### config.mk
export PLATFORM = sky130hd
export DESIGN_NAME = cic_decimator
export DESIGN_NICKNAME = d
export VERILOG_FILES = /design/src/rtl/cic_decimator.sv
export SDC_FILE = /design/constraint.sdc
export NUM_CORES = 1
export LEC_CHECK = 0
export CORE_MARGIN = 2
export CORE_UTILIZATION = 40
export CTS_BUF_LIST = sky130_fd_sc_hd__clkbuf_8 sky130_fd_sc_hd__clkbuf_16
export DETAILED_ROUTE_END_ITERATION = 12
export PLACE_DENSITY = 0.56
export SLEW_MARGIN = 20
export SYNTH_ARGS = -nofsm -noshare
export SYNTH_HDL_FRONTEND = slang
export SYNTH_SLANG_ARGS = --single-unit
### constraint.sdc
create_clock -name clock -period 15.85 [get_ports clock]
set_clock_uncertainty 0.1 [all_clocks]
set_input_delay 1.585 -clock clock [delete_from_list [all_inputs] [get_ports clock]]
set_output_delay 1.585 -clock clock [all_outputs]
set_load 0.1 [all_outputs]
### src/rtl/cic_decimator.sv
// Third-order CIC (sinc^3) decimator for a 1-bit delta-sigma bitstream.
// Bits are accepted only when bit_valid is high. Every R-th accepted bit
// captures the third integrator; the comb chain runs on the following edge,
// and the result reaches the output holding register one edge after that.
// The first three decimated samples after reset are discarded while the
// comb delay line fills.
module cic_decimator #(
    parameter int LOG2R = 6,
    localparam int W = 3 * LOG2R + 2
) (
    input  logic                clock,
    input  logic                reset,
    input  logic                bit_i,
    input  logic                bit_valid,
    output logic signed [W-1:0] pcm_data,
    output logic                pcm_valid,
    input  logic                pcm_ready,
    output logic                overrun
);

    typedef enum logic {
        WARMUP,
        RUN
    } state_t;

    localparam logic signed [W-1:0] PLUS_ONE  = W'(1);
    localparam logic signed [W-1:0] MINUS_ONE = '1;

    logic signed [W-1:0] sample_s;
    logic signed [W-1:0] integ1_q, integ2_q, integ3_q;
    logic signed [W-1:0] integ1_d, integ2_d, integ3_d;
    logic [LOG2R-1:0]    dec_cnt_q;
    logic signed [W-1:0] capture_q;
    logic                dec_stb_q;
    logic signed [W-1:0] comb1_d, comb2_d, comb3_d;
    logic signed [W-1:0] dly1_q, dly2_q, dly3_q;
    logic signed [W-1:0] comb_out_q;
    logic                comb_vld_q;
    state_t              state_q;
    logic [1:0]          discard_q;
    logic signed [W-1:0] pcm_data_q;
    logic                pcm_valid_q;
    logic                overrun_q;

    assign sample_s = bit_i ? PLUS_ONE : MINUS_ONE;

    // Integrator chain next values; all sums wrap modulo 2^W.
    always_comb begin
        integ1_d = integ1_q + sample_s;
        integ2_d = integ2_q + integ1_d;
        integ3_d = integ3_q + integ2_d;
    end

    // Integrators advance only on accepted bits and hold during gaps.
    always_ff @(posedge clock) begin
        if (reset) begin
            integ1_q <= '0;
            integ2_q <= '0;
            integ3_q <= '0;
        end else if (bit_valid) begin
            integ1_q <= integ1_d;
            integ2_q <= integ2_d;
            integ3_q <= integ3_d;
        end
    end

    // Decimation counter; the accepted bit that wraps it captures integrator 3.
    always_ff @(posedge clock) begin
        if (reset) begin
            dec_cnt_q <= '0;
            capture_q <= '0;
            dec_stb_q <= 1'b0;
        end else begin
            dec_stb_q <= 1'b0;
            if (bit_valid) begin
                dec_cnt_q <= dec_cnt_q + 1'b1;
                if (dec_cnt_q == '1) begin
                    capture_q <= integ3_d;
                    dec_stb_q <= 1'b1;
                end
            end
        end
    end

    // Comb chain at the decimated rate, differential delay of one sample.
    always_comb begin
        comb1_d = capture_q - dly1_q;
        comb2_d = comb1_d - dly2_q;
        comb3_d = comb2_d - dly3_q;
    end

    // Comb delay registers and the registered comb result.
    always_ff @(posedge clock) begin
        if (reset) begin
            dly1_q     <= '0;
            dly2_q     <= '0;
            dly3_q     <= '0;
            comb_out_q <= '0;
            comb_vld_q <= 1'b0;
        end else begin
            comb_vld_q <= dec_stb_q;
            if (dec_stb_q) begin
                dly1_q     <= capture_q;
                dly2_q     <= comb1_d;
                dly3_q     <= comb2_d;
                comb_out_q <= comb3_d;
            end
        end
    end

    // Warm-up/run control with the output holding register and handshake.
    always_ff @(posedge clock) begin
        if (reset) begin
            state_q     <= WARMUP;
            discard_q   <= 2'd0;
            pcm_data_q  <= '0;
            pcm_valid_q <= 1'b0;
            overrun_q   <= 1'b0;
        end else begin
            if (pcm_valid_q && pcm_ready) begin
                pcm_valid_q <= 1'b0;
            end
            if (comb_vld_q) begin
                case (state_q)
                    WARMUP: begin
                        discard_q <= discard_q + 2'd1;
                        if (discard_q == 2'd2) begin
                            state_q <= RUN;
                        end
                    end
                    RUN: begin
                        pcm_data_q  <= comb_out_q;
                        pcm_valid_q <= 1'b1;
                        if (pcm_valid_q && !pcm_ready) begin
                            overrun_q <= 1'b1;
                        end
                    end
                    default: state_q <= WARMUP;
                endcase
            end
        end
    end

    assign pcm_data  = pcm_data_q;
    assign pcm_valid = pcm_valid_q;
    assign overrun   = overrun_q;

endmodule

==> results of run 1 <==
[logic make-up after synthesis]
group           count (synthesis)
simple gates                  440
compound gates                306
flops                         193
buf+inv                       146
fa+ha+maj                     123
mux                           117
xor+xnor                      108
[layer usage]
metal,global-route usage [%],vias up,share of wire (%)
met1,18.6,4103,49
met2,27.6,69,48
met3,2.91,21,1.9
met5,0,-,0
met4,3.72,0,1.1
li1,-,4960,-
[flip-flops by register name (all words and copies together) (netlist names)]
register	flops
capture_q	20
comb_out_q	20
comb_vld_q	1
dec_cnt_q	6
dec_stb_q	1
discard_q	2
dly1_q	20
dly2_q	20
dly3_q	20
integ1_q	20
integ2_q	20
integ3_q	20
overrun	1
pcm_data	20
pcm_valid	1
state_q	1
[power breakdown]
group / total [mW] / internal [mW] / switching, mW
registers: 0.568 / 0.536 / 0.0317
logic: 1.01 / 0.443 / 0.564
clock network: 0.435 / 0.231 / 0.204
[metrics by stage]
step                      instances  power (mW)  util (%)
after floorplan                1433        1.41         -
after global placement         1804        1.57      42.7
after detailed placement       1804        1.58      42.7
after CTS                      1836        2.03      44.7
after global routing           1836        2.19      44.7
final                          1836        2.01      44.7
[tightest hold or removal path: cells and delay by family (launching register included)]
kind	cells	cell delay, ps
AO/OA/AOI/OAI	1	50
flip-flops	1	310
AND/OR/NAND/NOR	1	50
[final cells by class]
class	instances	area (µm²)
fillers	2906	16400
multi-input cells	1094	7670
flip-flops and latches	193	3870
well taps	390	488
clock buffers	19	453
inverters	97	364
repair buffers	30	289
clock inverters	13	136
[placed cells by master, fill, tap and decap left out, drive strengths merged, types with 7 or more instances in the layout]
cell type,Yosys,routed
clkbuf,34,19
o31ai,11,11
nand2,126,126
inv,96,104
xnor2,79,79
nand4,10,10
a211oi,18,18
nor2b,23,23
o21ai,40,40
nand2b,15,15
a31oi,11,11
nand3,13,13
a21oi,125,125
xor2,27,27
o21a,10,10
dfxtp,193,193
o21bai,15,15
or3,7,7
clkdlybuf4s50,0,24
and3,7,7
nor3,17,17
mux2i,115,115
a21o,31,31
ha,117,117
nor2,196,196
[worst paths after layout]
check	to	slack, ps	cells after the start
hold reg to reg	pcm_data[11]	350	2
hold / removal	pcm_data[11]	350	2
setup / recovery	integ3_q[19]	8520	28
setup reg to reg	integ3_q[19]	10070	25
==> results.py, run 1 <==
metrics = {
    "worst_setup_path": {
        "critPathSlowestCell": "clkdlybuf4s50_1",
        "crit_type": "in -> reg",
        "crit_fanout": 20,
        "critPathBufInv": 4,
        "cp_top_family": "compound AO/OA/AOI/OAI gates",
        "cp.arrival_ps": 7560,
        "critPathLaunchType": "input pin",
        "worstReg2RegStart": "integ1_q[0]",
        "max_stage_delay_ps": 480,
        "required_ps": 16080,
        "endpoint_kind": "flop",
        "cp-startpoint": "bit_i",
        "cpMostUsedCell": "a21oi_1",
    },
    "detailed_routing": {
        "ant_nets": 0,
        "drt-total-wl_mm": 23.4,
        "vias": 9153,
        "drt-initial-drc-count": 364,
        "avgViaCountPerCell": 4.99,
        "drc": 0,
        "firstDrtPassIters": 4,
        "routedWlPerCell_um": 12.7,
    },
    "timing": {
        "finalSetupViolations": 0,
        "hold_viol_final": 0,
        "rsz0062_at_grt": "false",
        "maxSlewHeadroom_pct": 31.8,
        "finalCritPeriodShare_pct": 46.3,
        "setup_ws_ps": 8520,
        "slew_viol_final": 0,
        "fmax_mhz": 136,
        "holdWs_ps": 351,
        "worstMarginPinSlew_ps": 1020,
        "period_needed_ps": 7330,
        "fin_tns_setup_ps": 0,
    },
    "place": {
        "place_congestion": 0.824,
        "place_area_um2": 12700,
        "post-place-ws_ps": 8050,
        "io_buffers": 26,
        "dp_hpwl_mm": 16.7,
    },
    "logic_synthesis": {
        "synth_top_cell_area_share_pct": 32.0,
        "ys_seq_area_share_pct": 32.0,
        "synth.most_common_cell": "nor2_1",
        "synthAdderAreaFrac_pct": 13.1,
        "synthTopCellsByArea": "dfxtp_1 (32%), ha_1 (12%), mux2i_1 (9.5%)",
        "synth_area_per_cell_um2": 8.43,
        "syn_inst": 1433,
        "ys_seq_elements": 193,
        "syn_nets": 1561,
        "synth_common_cells": "nor2_1 (196), dfxtp_1 (193), nand2_1 (126)",
        "synth_area_leader_cell": "dfxtp_1",
        "yosysWarnings": 0,
        "synth_cell_types": 73,
        "synth_compound_area_share_pct": 16.4,
        "synth_area_um2": 12100,
        "synth_mux_area_share_pct": 9.71,
        "synth_xor_area_share_pct": 8.13,
        "synth-edff-count": 0,
        "synthFlopType": "dfxtp_1",
        "yosys.area_share.simple_pct": 16.1,
        "async_flop_share_pct": 0,
        "synth_top_family_by_area": "compound AO/OA/AOI/OAI gates",
    },
    "clock_tree": {
        "numCtsBuffers": 17,
        "cts_sinks": 193,
        "clk_latency_ps": 440,
        "h-tree-depth": 4,
        "cts_tree": "done",
        "clk_pin_slew_ps": 80,
        "cts_resized": 0,
        "cts_buffer_depth": 2,
        "clockRootBuffer": "clkbuf_16",
        "cts_setup_buffers": 0,
        "cts_hold_buf": 0,
    },
    "die": {
        "core_um2": 29700,
        "die-width_um": 178,
        "dieArea_um2": 31600,
        "start_util_pct": 40.7,
        "die_h_um": 178,
        "num_rows": 63,
        "io_pins": 27,
    },
    "job": {
        "drv_cap": 0,
    },
    "finish": {
        "layout.nets": 1561,
        "antenna_cells": 0,
        "syn_to_final_growth_pct": 9.81,
        "drive_gt1_share_pct": 4.15,
        "fin_area_um2": 13300,
    },
    "power": {
        "power.leakage_nw": 5.38,
        "vdd_drop_max_uv": 78.6,
        "p_per_area_nw_per_um2": 151,
    },
    "grt": {
        "grt_overflow": 0,
        "track_usage_pct": 15.3,
        "antenna_found_initial": 0,
        "grt_max_degree": 115,
        "grt_pass1_wl_mm": 40.2,
        "grt_pass1_vias": 8741,
    },
    "status": {
        "outcome": "complete, no violations",
    },
    "worst_hold_path": {
        "min_path_type": "reg -> reg",
        "hold_start": "comb_out_q[11]",
    },
}
(Power assumes the default switching activity.)
==> run 2, diff against run 1 <==
- PLACE_DENSITY: 0.56 -> 0.59
- clock period: 15.85 -> 6.3 ns (I/O delays scaled with it)
==> results.py, run 2 (synthesis results as in run 1) <==
metrics = {
    "finish": {
        "fill_cells": 2917,
        "layout.nets": 1620,
        "final_cell_mix": "nor2_1 (196), dfxtp_1 (192), nand2_1 (126)",
        "fin_area_um2": 13700,
        "final_common_cell": "nor2_1",
        "antenna_cells": 0,
        "multi_input_area_um2": 7670,
        "final-seq-area_um2": 3870,
        "drive_gt1_share_pct": 7.78,
        "syn_to_final_growth_pct": 13.3,
    },
    "detailed_routing": {
        "routedWlPerCell_um": 12.6,
        "firstDrtPassIters": 4,
        "ant_nets": 0,
        "drt-total-wl_mm": 23.9,
        "drc": 0,
        "avgViaCountPerCell": 4.99,
        "drt-initial-drc-count": 287,
        "vias": 9457,
    },
    "timing": {
        "worstMarginPinSlew_ps": 1030,
        "finalCritPeriodShare_pct": 91.5,
        "hold_viol_final": 0,
        "setup_ws_ps": 533,
        "finalSetupViolations": 0,
        "maxSlewHeadroom_pct": 31.3,
        "rsz0062_at_grt": "false",
        "fmax_mhz": 173,
        "slew_viol_final": 0,
        "fin_tns_setup_ps": 0,
        "period_needed_ps": 5770,
    },
    "grt": {
        "track_usage_pct": 15.8,
        "antenna_found_initial": 0,
        "grt_pass1_wl_mm": 41.6,
        "grt_pass1_vias": 9137,
        "grt_overflow": 0,
        "met2_usage_pct": 28.6,
        "grt_max_degree": 110,
        "met3_usage_pct": 2.68,
        "busiest_layer": "met2",
        "grtUsageMet1_pct": 19.4,
    },
    "worst_setup_path": {
        "worstSetupEndpoint": "integ3_q[19]",
        "cp.arrival_ps": 5990,
        "cp-startpoint": "bit_i",
        "worstReg2RegStart": "integ1_q[0]",
        "endpoint_kind": "flop",
        "crit_type": "in -> reg",
        "worstReg2RegEnd": "integ3_q[19]",
        "r2r_cells": 26,
        "max_stage_delay_ps": 460,
        "crit_fanout": 5,
        "critPathBufInv": 3,
        "cp_top_family": "compound AO/OA/AOI/OAI gates",
        "crit_cells": 28,
        "critPathLaunchType": "input pin",
        "required_ps": 6520,
        "r2r_setup_slack_ps": 790,
        "critPathSlowestCell": "fa_1",
    },
    "die": {
        "die-width_um": 178,
        "core_um2": 29700,
        "io_pins": 27,
        "start_util_pct": 40.7,
        "die_h_um": 178,
        "num_rows": 63,
        "dieArea_um2": 31600,
    },
    "power": {
        "p_per_area_nw_per_um2": 401,
        "vdd_drop_max_uv": 198,
        "power.leakage_nw": 5.67,
    },
    "place": {
        "dp_hpwl_mm": 17.2,
        "place_congestion": 0.796,
        "place_area_um2": 13100,
        "io_buffers": 26,
        "post-place-ws_ps": -404,
    },
    "clock_tree": {
        "clk_latency_ps": 440,
        "cts_setup_buffers": 0,
        "h-tree-depth": 4,
        "clk_pin_slew_ps": 70,
        "cts_sinks": 193,
        "numCtsBuffers": 17,
        "clockRootBuffer": "clkbuf_16",
        "cts_tree": "done",
        "cts_buffer_depth": 2,
    },
    "status": {
        "outcome": "complete, no violations",
    },
    "worst_hold_path": {
        "min_path_type": "reg -> reg",
    },
    "job": {
        "drv_cap": 0,
    },
}
## run 2: worst min-delay path by stage
stage                   endpoint  slack (ps)            from  depth (start not counted)
finish               pcm_data[1]         350     pcm_data[1]                          2
global route        pcm_data[17]         370  comb_out_q[17]                          2
CTS                 pcm_data[17]         360  comb_out_q[17]                          2
detailed placement  pcm_data[17]         350  comb_out_q[17]                          2
global placement    pcm_data[17]         340  comb_out_q[17]                          2
floorplan           pcm_data[10]         330  comb_out_q[10]                          2
## run 2: power by group
part / switching, mW / internal, mW / total (mW)
logic: 1.50 / 1.48 / 2.99
registers: 0.0814 / 1.35 / 1.43
clock network: 0.511 / 0.563 / 1.07
## run 2: cell type report
class	count	share of cell area, %
flip-flops and latches	193	28.2
well taps	390	3.56
multi-input cells	1094	56.0
repair buffers	89	5.36
inverters	97	2.66
clock buffers	18	3.21
clock inverters	13	0.959
## run 2: metrics by stage
| step | total power, mW | util, % | cells | hold slack, ps |
|---|---|---|---|---|
| detailed placement | 4.44 | 44.2 | 1863 | 346 |
| global placement | 4.38 | 44.2 | 1863 | 342 |
| global route | 5.97 | 46.1 | 1894 | 372 |
| CTS | 5.54 | 46.1 | 1894 | 357 |
| finish | 5.49 | 46.1 | 1894 | 354 |
| floorplan | 3.54 | - | 1433 | 331 |
## run 2: metal layers
metal,part of all wire (%),vias up
li1,-,5072
met1,49,4302
met2,48,61
met3,1.8,22
met4,1.1,0
met5,0,-
## run 2: repair_timing
action,4_1_cts,5_1_grt
setup endpoints to repair,0,8
hold buffers,0,0
resized for setup,0,2
## run 2: worst reg2reg max path, cell delays in order, from the launching register on
cell and delay, ps:
dfxtp_1 370, fa_1 430, a21o_1 190, a21oi_1 180, nor2b_1 70, o21a_1 190
o41ai_2 210, buf_4 180, o2111ai_1 120, a21oi_1 190, xnor2_1 170, ha_1 310
nand4_1 140, nor2_1 60, a211o_1 330, a31oi_2 190, nor2_1 60, nor2_1 130
o21ai_0 120, xor2_1 200, ha_1 280, and3_1 190, a21oi_1 200, o2bb2ai_1 200
nand2_1 80, mux2i_1 170, mux2_1 330
==> run 3, diff against run 2 <==
- ABC_CLOCK_PERIOD_IN_PS: default -> 6300
==> results of run 3 <==
Same layout as run 2: the final DEF is identical, and so are final timing and power.
